--- src/rtl/led_pkg.sv ---
// Shared LED-chain types and sizing helpers: channel count, brightness width, full scale, decay counter width.
// Pure declarations: no logic, no latency, no flow control.
package led_pkg;
    localparam int LED_NLEDS = 7;
    localparam int LED_BW    = 8;

    typedef logic [LED_BW-1:0] brightness_t;

    function automatic int led_max(input int bw);
        return (1 << bw) - 1;
    endfunction

    function automatic int led_dcnt_w(input int decay_div);
        return $clog2(decay_div) + 1;
    endfunction
endpackage

--- src/rtl/led_fader_if.sv ---
// LED pattern in / PWM pins out bundle between walker, fader and board pins; free-running, no handshake or backpressure.
// master = pattern source/pin observer, slave = fader.
interface led_fader_if #(
    parameter int NLEDS = led_pkg::LED_NLEDS
);
    logic [NLEDS-1:0] i_led;
    logic [NLEDS-1:0] o_led;
    logic             o_active;

    modport master (output i_led, input  o_led, input  o_active);
    modport slave  (input  i_led, output o_led, output o_active);
endinterface

--- src/rtl/led_pwm_channel.sv ---
// One LED: brightness snap-to-full/decay, optional gamma stage (LED_FADER_GAMMA_EN), registered PWM compare.
// Set-to-pin latency 2 edges (3 with gamma); sampled every clock, no backpressure.
module led_pwm_channel
    import led_pkg::*;
#(
    parameter int BW         = LED_BW,
    parameter int DECAY_STEP = 16
) (
    input  logic          i_clk,
    input  logic          i_reset_n,
    input  logic          i_set,
    input  logic          i_tick,
    input  logic [BW-1:0] i_pwm_cnt,
    output logic          o_led,
    output logic          o_nz
);
    localparam int            MAX  = led_max(BW);
    localparam logic [BW-1:0] STEP = BW'(DECAY_STEP);

    logic [BW-1:0] r_b;
    logic [BW-1:0] w_level;

    // A set wins over a coincident tick; decay saturates at zero.
    always_ff @(posedge i_clk or negedge i_reset_n) begin
        if (!i_reset_n) begin
            r_b <= '0;
        end else if (i_set) begin
            r_b <= BW'(MAX);
        end else if (i_tick) begin
            r_b <= (r_b > STEP) ? (r_b - STEP) : '0;
        end
    end

`ifdef LED_FADER_GAMMA_EN
    logic [2*BW-1:0] w_bx;
    logic [2*BW-1:0] w_sq;
    logic [BW-1:0]   r_level;

    // +MAX before the shift keeps level(1)=1 and level(MAX)=MAX.
    assign w_bx = {{BW{1'b0}}, r_b};
    assign w_sq = (w_bx * w_bx) + (2*BW)'(MAX);

    always_ff @(posedge i_clk or negedge i_reset_n) begin
        if (!i_reset_n) begin
            r_level <= '0;
        end else begin
            r_level <= w_sq[2*BW-1:BW];
        end
    end

    assign w_level = r_level;
`else
    assign w_level = r_b;
`endif

    always_ff @(posedge i_clk or negedge i_reset_n) begin
        if (!i_reset_n) begin
            o_led <= 1'b0;
        end else begin
            o_led <= (i_pwm_cnt < w_level);
        end
    end

    assign o_nz = |r_b;
endmodule

--- src/rtl/led_fader.sv ---
// Comet afterglow fader: per-channel brightness with periodic decay, PWM-driven pins; optional gamma via LED_FADER_GAMMA_EN.
// i_led to o_led 2 edges (3 with gamma), o_active 2 edges; no backpressure, input sampled every clock.
module led_fader
    import led_pkg::*;
#(
    parameter int NLEDS      = LED_NLEDS,
    parameter int BW         = LED_BW,
    parameter int DECAY_DIV  = 250_000,
    parameter int DECAY_STEP = 16
) (
    input  logic           i_clk,
    input  logic           i_reset_n,
    led_fader_if.slave     bus
);
    localparam int MAX = led_max(BW);
    localparam int DW  = led_dcnt_w(DECAY_DIV);

    if (DECAY_STEP < 1 || DECAY_STEP > MAX) begin : g_bad_step
        $error("led_fader: DECAY_STEP must lie in 1..2^BW-1");
    end
    if (DECAY_DIV < 1) begin : g_bad_div
        $error("led_fader: DECAY_DIV must be at least 1");
    end

    logic [BW-1:0]    r_pwm_cnt;
    logic [DW-1:0]    r_dcnt;
    logic             r_active;
    logic             w_tick;
    logic [NLEDS-1:0] w_led;
    logic [NLEDS-1:0] w_nz;

    assign w_tick = (r_dcnt == DW'(DECAY_DIV - 1));

    // PWM period is MAX clocks so that b=MAX means always on.
    always_ff @(posedge i_clk or negedge i_reset_n) begin
        if (!i_reset_n) begin
            r_pwm_cnt <= '0;
            r_dcnt    <= '0;
            r_active  <= 1'b0;
        end else begin
            r_pwm_cnt <= (r_pwm_cnt == BW'(MAX - 1)) ? '0 : r_pwm_cnt + 1'b1;
            r_dcnt    <= w_tick ? '0 : r_dcnt + 1'b1;
            r_active  <= |w_nz;
        end
    end

    for (genvar k = 0; k < NLEDS; k++) begin : g_ch
        led_pwm_channel #(
            .BW         (BW),
            .DECAY_STEP (DECAY_STEP)
        ) u_ch (
            .i_clk     (i_clk),
            .i_reset_n (i_reset_n),
            .i_set     (bus.i_led[k]),
            .i_tick    (w_tick),
            .i_pwm_cnt (r_pwm_cnt),
            .o_led     (w_led[k]),
            .o_nz      (w_nz[k])
        );
    end

    assign bus.o_led    = w_led;
    assign bus.o_active = r_active;
endmodule

--- src/flat_wrapper.sv ---
// flat-port wrapper written by rule: the top's interface ports become plain ports
module led_fader_flat import led_pkg::*;
#(
    parameter int NLEDS      = LED_NLEDS,
    parameter int BW         = LED_BW,
    parameter int DECAY_DIV  = 250_000,
    parameter int DECAY_STEP = 16
)
  (i_clk, i_reset_n, bus_i_led, bus_o_led, bus_o_active);
  led_fader_if #(.NLEDS(NLEDS)) bus_i ();
  input  logic i_clk;
  input  logic i_reset_n;
  input wire logic [$bits(bus_i.i_led)-1:0] bus_i_led;
  output wire logic [$bits(bus_i.o_led)-1:0] bus_o_led;
  output wire logic [$bits(bus_i.o_active)-1:0] bus_o_active;
  assign bus_i.i_led = bus_i_led;
  assign bus_o_led = bus_i.o_led;
  assign bus_o_active = bus_i.o_active;
  led_fader #(.NLEDS(NLEDS), .BW(BW), .DECAY_DIV(DECAY_DIV), .DECAY_STEP(DECAY_STEP)) u_core (.i_clk(i_clk), .i_reset_n(i_reset_n), .bus(bus_i));
endmodule
--- config.mk ---
export PLATFORM = sky130hd
export DESIGN_NAME = led_fader_flat
export DESIGN_NICKNAME = d
export VERILOG_FILES = /design/src/rtl/led_pkg.sv /design/src/rtl/led_fader_if.sv /design/src/rtl/led_pwm_channel.sv /design/src/rtl/led_fader.sv /design/src/flat_wrapper.sv
export SDC_FILE = /design/constraint.sdc
export NUM_CORES = 1
export LEC_CHECK = 0
export CAP_MARGIN = 20
export CORE_MARGIN = 2
export CORE_UTILIZATION = 56
export DETAILED_ROUTE_END_ITERATION = 8
export HOLD_SLACK_MARGIN = 0.05
export PLACE_DENSITY = 0.82
export SETUP_SLACK_MARGIN = 0.5
export SLEW_MARGIN = 20
export SYNTH_ARGS = -nofsm -noshare
export SYNTH_HDL_FRONTEND = slang
export SYNTH_SLANG_ARGS = --single-unit
export TNS_END_PERCENT = 10
--- constraint.sdc ---
create_clock -name i_clk -period 1.85 [get_ports i_clk]
set_input_delay 0.555 -clock i_clk [delete_from_list [all_inputs] [get_ports i_clk]]
set_output_delay 0.555 -clock i_clk [all_outputs]
set_load 0.05 [all_outputs]
==> flow_summary.toml <==
[final_layout]
drive_gt1_share_pct = 21.24
nets = 605
syn2layout_area_growth_pct = 21.45
antenna_cells = 0
final_area_sq_um = 5610
final_common_cell = "dfrtp_1"
layout_common_cells = "dfrtp_1, ha_1, nor2_1, inv_1, buf_4"

[detailed_routing]
dr.pass1.iters = 6
drt-wirelength-per-cell_um = 17.93
drc_errors = 0
wl_um = 11420
dr_total_vias = 3894
via_per_inst = 6.113
ant_nets = 0
drtIter0Drc = 317

[run_status]
failed_checks = "setup timing"
outcome = "finished, violations left"

[placed_design]
place_area_sq_um = 5077
dp_hpwl_um = 7948
gp_congestion = 0.9246
port_buffers = 16
detailedPlace.worstSlack_ps = -145.9

[clock_network]
clockRootBuffer = "clkbuf_8"
clock_path_buffers = 2
cts_tree = "yes"
clkSinkCount = 70
htree_levels = 3
clk_pin_slew_ps = 70
cts_made_buffers = 9
clkLatencyLatePin_ps = 350
hold_buffers = 0

[worst_setup_path]
cp-end-kind = "flip-flop"
cp-start-kind = "flip-flop"
startpoint = "u_core.r_dcnt[10]"
crit_type = "flip-flop to flip-flop"
r2r_slack_ps = -60
endpoint = "u_core.g_ch[1].u_ch.r_b[6]"
crit_arrival_ps = 2190
rr_startpoint = "u_core.r_dcnt[10]"
reg2reg_to = "u_core.g_ch[1].u_ch.r_b[6]"
required_ps = 2140
cp_max_fo = 20
rr_worst_depth = 5

[synthesis]
synth-seq-cells = 70
avgSynthCellArea_sq_um = 9.624
synth_top_area_share_pct = 37.92
synthTopCellsByArea = "dfrtp_1, ha_1, nor2_1"
synthDistinctLibCells = 43
seq_area_frac_synth_pct = 37.92
yosys_warnings = 0
synth_fp_nets = 555
synth_top_area_cell = "dfrtp_1"
synth_area_sq_um = 4619
netlist_instances = 480

[timing]
rsz0062_at_grt = "yes"
worst_slack_ps = -58.71
finalCritPeriodShare_pct = 103.2
finClkSkew_ps = 4.904
report.final.slew_viol_count = 0
slew_headroom_pct = 72.08
min_period_ps = 1909
finalHoldViolations = 0
worstMarginPinSlew_ps = 414.4
setup_viol = 23
fmax_ghz = 0.5239

[pwr]
swShare_pct = 21.63
internal_power_mw = 2.189
powerDensity_nw_per_um2 = 497.7
p_sw_uw = 603.9
combPwrFrac_pct = 2.5
irDropWorstVdd_uv = 370.4
power_frac_seq_pct = 54.8
leakage_nw = 2.740
p_clk_share_pct = 42.7

[min_path]
hold_class = "input pin to async pin"

[floorplan]
start_util_pct = 57.08
fp.dieArea_sq_um = 8992
die_h_um = 94.83
core_area_sq_um = 8093
num_io_pins = 17
die_w_um = 94.83
fp-row-count = 33

[grt]
grt_max_degree = 71
grt_use_total_pct = 27.47
grt_pass1_wl_um = 18860
grt_overflow = 0
antenna_found_initial = 0
grt_pass1_vias = 4002

[job]
drv_cap = 0
==> synth_stat cells <==
library cell and count:
dfrtp_1 70, ha_1 66, nor2_1 57, inv_1 39, a31oi_1 30, o21ai_0 22
a21o_1 16, nor3_1 16, nand3_1 15, a21oi_1 14, a311o_1 13, nor4_1 11
nand2_1 10, nand4_1 10, xnor2_1 10, xor2_1 10, buf_4 8, nand2b_1 8
and3_1 7, nor2b_1 7, a221oi_1 5, o211ai_1 5, buf_6 3, clkbuf_1 3
a211o_1 2, a211oi_1 2, buf_2 2, mux2i_1 2, o31a_1 2, or3_1 2
a41oi_1 1, and2_1 1, buf_8 1, nor2_8 1, nor3_4 1, nor4_4 1
o21a_1 1, o21bai_1 1, o31ai_1 1, or2_1 1, or2_2 1, or4_4 1
or4b_4 1
==> routing by layer <==
| layer | global-route usage, % | share of wire (%) | wire [um] | vias up |
|---|---|---|---|---|
| li1 | - | - | - | 1845 |
| met1 | 31.80 | 41 | 4718 | 1879 |
| met2 | 48.05 | 50 | 5757 | 139 |
| met3 | 5.347 | 5.5 | 630 | 31 |
| met4 | 14.25 | 2.8 | 317 | 0 |
| met5 | 0 | 0 | 0 | - |
==> stage by stage <==
stage	TNS, ps	std cells	util, %	hold slack, ps	power [mW]
floorplan	-2037	480	-	259.4	1.567
global placement	-1741	621	62.74	458.4	1.628
detailed placement	-3646	621	62.74	462.4	1.629
CTS	-1142	636	67.95	232.8	2.806
global route	-3541	637	69.33	243.9	2.871
finish	-625.1	637	69.33	214.7	2.792
==> critical path: stages, from the launching register on <==
cell     delay (ps)
dfrtp_1         380
or4b_4          570
or3_4           410
nor2_8          130
buf_12          170
a311o_1         170
==> area by class of cell <==
type                       instances  area (sq um)
timing repair buffer              56         530.5
sequential                        70          1760
tap                              105         131.4
clock inverter                     2         35.03
inverter                          39         146.4
fill                             604          2482
clock buffer                      11         141.4
multi-input combinational        354          2865
==> state kept, by name, summed over array words and instances (netlist names) <==
register                cells
u_core.g_ch.u_ch.o_led      7
u_core.bus.o_active         1
u_core.r_pwm_cnt            8
u_core.r_dcnt              19
u_core.g_ch.u_ch.r_b       35
==> power by group through the flow <==
stage | combinational [mW] | sequential [mW] | clock [mW]
6_report | 0.0695 | 1.53 | 1.19
5_1_grt | 0.0778 | 1.53 | 1.26
4_1_cts | 0.0703 | 1.53 | 1.21
3_5_place_dp | 0.0700 | 1.56 | 0
3_3_place_gp | 0.0694 | 1.56 | 0
2_1_floorplan | 0.00760 | 1.56 | 0
==> how the worst min path moves through the flow <==
stage / start / endpoint / slack, ps
2_1_floorplan: i_reset_n / u_core.bus.o_active / 260
3_3_place_gp: u_core.r_dcnt[18] / u_core.r_dcnt[18] / 460
3_5_place_dp: u_core.r_dcnt[18] / u_core.r_dcnt[18] / 460
4_1_cts: i_reset_n / u_core.r_dcnt[18] / 230
5_1_grt: i_reset_n / u_core.r_dcnt[14] / 240
6_report: i_reset_n / u_core.r_dcnt[18] / 210
==> timing repair <==
action                                  in CTS  in global routing
pin swaps                                   30                 41
setup buffers                                2                  1
gates resized for setup                     55                 23
endpoints found under the setup margin      73                 75
==> logic make-up (layout without fill, tap and decap cells) <==
family          count (synthesis)  after routing  synth area share [%]
mux                             2              2                0.4334
buf+inv                        56            108                 5.986
simple gates                  151            151                 17.09
fa+ha+maj                      66             66                 17.88
xor+xnor                       20             20                 3.792
flops                          70             70                 37.92
compound gates                115            115                 16.90
Power figures use the tool's default switching activity.
==> edit, RTL diff (same settings) <==
Change the package constant `LED_BW` from 8 to 12.
--- a/src/rtl/led_pkg.sv
+++ b/src/rtl/led_pkg.sv
@@ -4,3 +4,3 @@
     localparam int LED_NLEDS = 7;
-    localparam int LED_BW    = 8;
+    localparam int LED_BW    = 12;
 
Function: same outputs for any inputs over 10 cycles, from zero or initial values and one cycle with i_reset_n low; that may be too few to reach the edited logic, so the function may still have changed.
==> edit against the unedited design <==
  * The flow still finishes with violations (negative setup slack)
  * Final area increased by 67%
  * Synthesized area increased by 53%
  * Power increased by 50%
  * Clock power increased by 57%
  * Wire length increased by 110%
  * Setup slack got worse by 0.30 ns
  * Sequential cell count increased by 32
  * Final cell count increased by 69%
  * Clock skew increased by 0.0086 ns
  * Critical path type unchanged
  * Critical endpoint is now u_core.g_ch[0].u_ch.r_b[9]
  * Largest power group unchanged
  * Highest routed layer unchanged
==> edit: results (changes against the unedited design) <==
----------------------------------------------------
[Drt]
  Aggregate routed wire length ... 23400 µm (+110%)
  Drt via density ... 6.53 (+6.8%)
  Starting DRT DRC Count ... 736 (+130%)

[Timing]
  Minimum setup slack in the final design ... -0.362 ns (-0.304 ns)
  Final Setup Violations ... 74 (+220%)
  Worst hold margin ... 0.110 ns (-0.105 ns)
  Worst Max-Slew Pin Slew ... 0.569 ns (+0.154 ns)
  Sum of negative setup slack ... -18.17 ns (-17.54 ns)
  Worst clock skew ... 0.0135 ns (+0.00857 ns)

[Synth]
  Most instantiated cells after synthesis ... 102 x sky130_fd_sc_hd__dfrtp_1, 101 x sky130_fd_sc_hd__ha_1, 75 x sky130_fd_sc_hd__inv_1
  Main area contributors after synthesis ... sky130_fd_sc_hd__dfrtp_1 36%, sky130_fd_sc_hd__ha_1 18%, sky130_fd_sc_hd__inv_1 4.0%
  Nets in the synthesized netlist ... 886 (+60%)
  Number of unique standard cell types used by synthesis ... 50 (+16%)
  Async set-reset flop share out of synthesis ... 1.00 (unchanged)
  Sequential element share of the synthesized area ... 0.361 (-0.0181)

[Place]
  Final estimated routing congestion in global placement ... 0.926 (+0.11%)
  Cell area after placement ... 8170 µm² (+61%)
  Half-perimeter wire length after detailed placement ... 14100 µm (+78%)
  Worst slack, placed ... -0.372 ns (-0.226 ns)

[Critical path]
  Maximum fanout count along the critical path ... 8 (-60%)
  Worst Setup EP ... u_core.g_ch[0].u_ch.r_b[9]
  Reg2reg path depth ... 7 (+2)
  Beginning of the critical path ... u_core.r_dcnt[8]
  Data arrival time at the worst-slack endpoint ... 2.45 ns (+0.26 ns)
  Critical setup path kind ... register to register

[Pwr]
  Internal portion of total power ... 3.26 mW (+49%)
  Standby leakage power ... 4.51 nW (+65%)
  IR Drop Worst-Case VDD ... 0.494 mV (+33%)

[Clocking]
  CTS root buf ... sky130_fd_sc_hd__clkbuf_16
  CTS Buf Count ... 9 (unchanged)
  Clock slew seen by the registers of the worst setup and hold paths ... 0.07 ns (about the same)
  Clock latency reported for the late side of the worst-skew pair ... 0.37 ns (+0.02 ns)
  H-Tree Level Count ... 3 (unchanged)

[Global route]
  Global-route usage over all layers ... 0.332 (+0.0574)
  Global-route wire length before repair ... 35000 µm (+85%)
  Number of antenna violations at the first check in global routing ... 1 (+1)
  Number of global-route vias before repair ... 7221 (+80%)
  Pin count of the biggest net entering global routing ... 41 (-42%)

[Layout]
  Layout cell share with drive strength beyond 1 ... 0.291 (+0.0785)
  Largest registers ... u_core.g_ch.u_ch.r_b (63), u_core.r_dcnt (19), u_core.r_pwm_cnt (12)
  Number of nets in the final layout ... 1011 (+67%)

[Status]
  Violations in the final reports ... negative setup slack
  Run status ... finished with violations

----------------------------------------------------
-- edit: cell types whose count changed after synthesis, moves of 11 or more --
cell,change
sky130_fd_sc_hd__o21ai_0,+19
sky130_fd_sc_hd__nand2_1,+40
sky130_fd_sc_hd__o21ai_1,+27
sky130_fd_sc_hd__dfrtp_1,+32
sky130_fd_sc_hd__nor3_1,+17
sky130_fd_sc_hd__o311ai_1,+11
sky130_fd_sc_hd__inv_1,+36
sky130_fd_sc_hd__a31oi_1,-25
sky130_fd_sc_hd__a21oi_1,+21
sky130_fd_sc_hd__ha_1,+35
-- edit: kinds of logic (layout without fill, tap and decap cells) --
family | after synthesis | after routing | synth area share
adders and majority gates | 101 | 101 | 0.179
AOI/OAI and AO/OA | 212 | 212 | 0.202
DFF | 102 | 102 | 0.361
buffers and inverters | 100 | 227 | 0.0600
and+or+nand+nor | 238 | 239 | 0.169
xor gates and xnor gates | 22 | 22 | 0.0273
muxes | 1 | 1 | 0.00142
-- edit: what timing repair did --
| item | CTS | global route |
|---|---|---|
| setup buffers | 8 | 3 |
| pin swaps | 54 | 59 |
| gates resized for setup | 141 | 63 |
| gates cloned | 2 | 0 |
| endpoints found under the setup margin | 105 | 104 |
| hold endpoints to repair | 0 | 0 |
-- edit: area by class of cell --
class / instances / area (µm²)
Clock buffer: 13 / 270
Clock inverter: 1 / 5.00
Fill cell: 735 / 3080
Inverter: 75 / 284
Multi-Input combinational cell: 575 / 4760
Sequential cell: 102 / 2560
Tap cell: 172 / 215
Timing Repair Buffer: 138 / 1290
-- edit: critical path, stage by stage, from the launching register on --
cell,delay [ns]
sky130_fd_sc_hd__dfrtp_1,0.38
sky130_fd_sc_hd__or4b_4,0.55
sky130_fd_sc_hd__nor4_4,0.30
sky130_fd_sc_hd__and2_4,0.24
sky130_fd_sc_hd__buf_12,0.14
sky130_fd_sc_hd__buf_12,0.14
sky130_fd_sc_hd__a21oi_1,0.07
sky130_fd_sc_hd__a311o_1,0.27
-- edit: power groups by stage --
stage               registers (mW)  logic (mW)  clock network (mW)
floorplan                     2.27      0.0154                   0
detailed placement            2.27       0.102                   0
global route                  2.23       0.116                1.94
finish                        2.23       0.105                1.87
CTS                           2.23       0.104                1.86
global placement              2.27      0.0994                   0
-- edit: per-stage QoR --
stage                     instances   util
after floorplan                 776      -
after global placement         1049  0.655
after detailed placement       1049  0.655
after CTS                      1073  0.730
after global routing           1076  0.753
final                          1076  0.753
-- edit: metal layers --
layer,track usage,vias up,routed length [µm]
li1,-,3075,-
met1,0.379,3360,8520
met2,0.571,450,11600
met3,0.0810,143,1950
met4,0.188,0,1360
met5,0,-,0
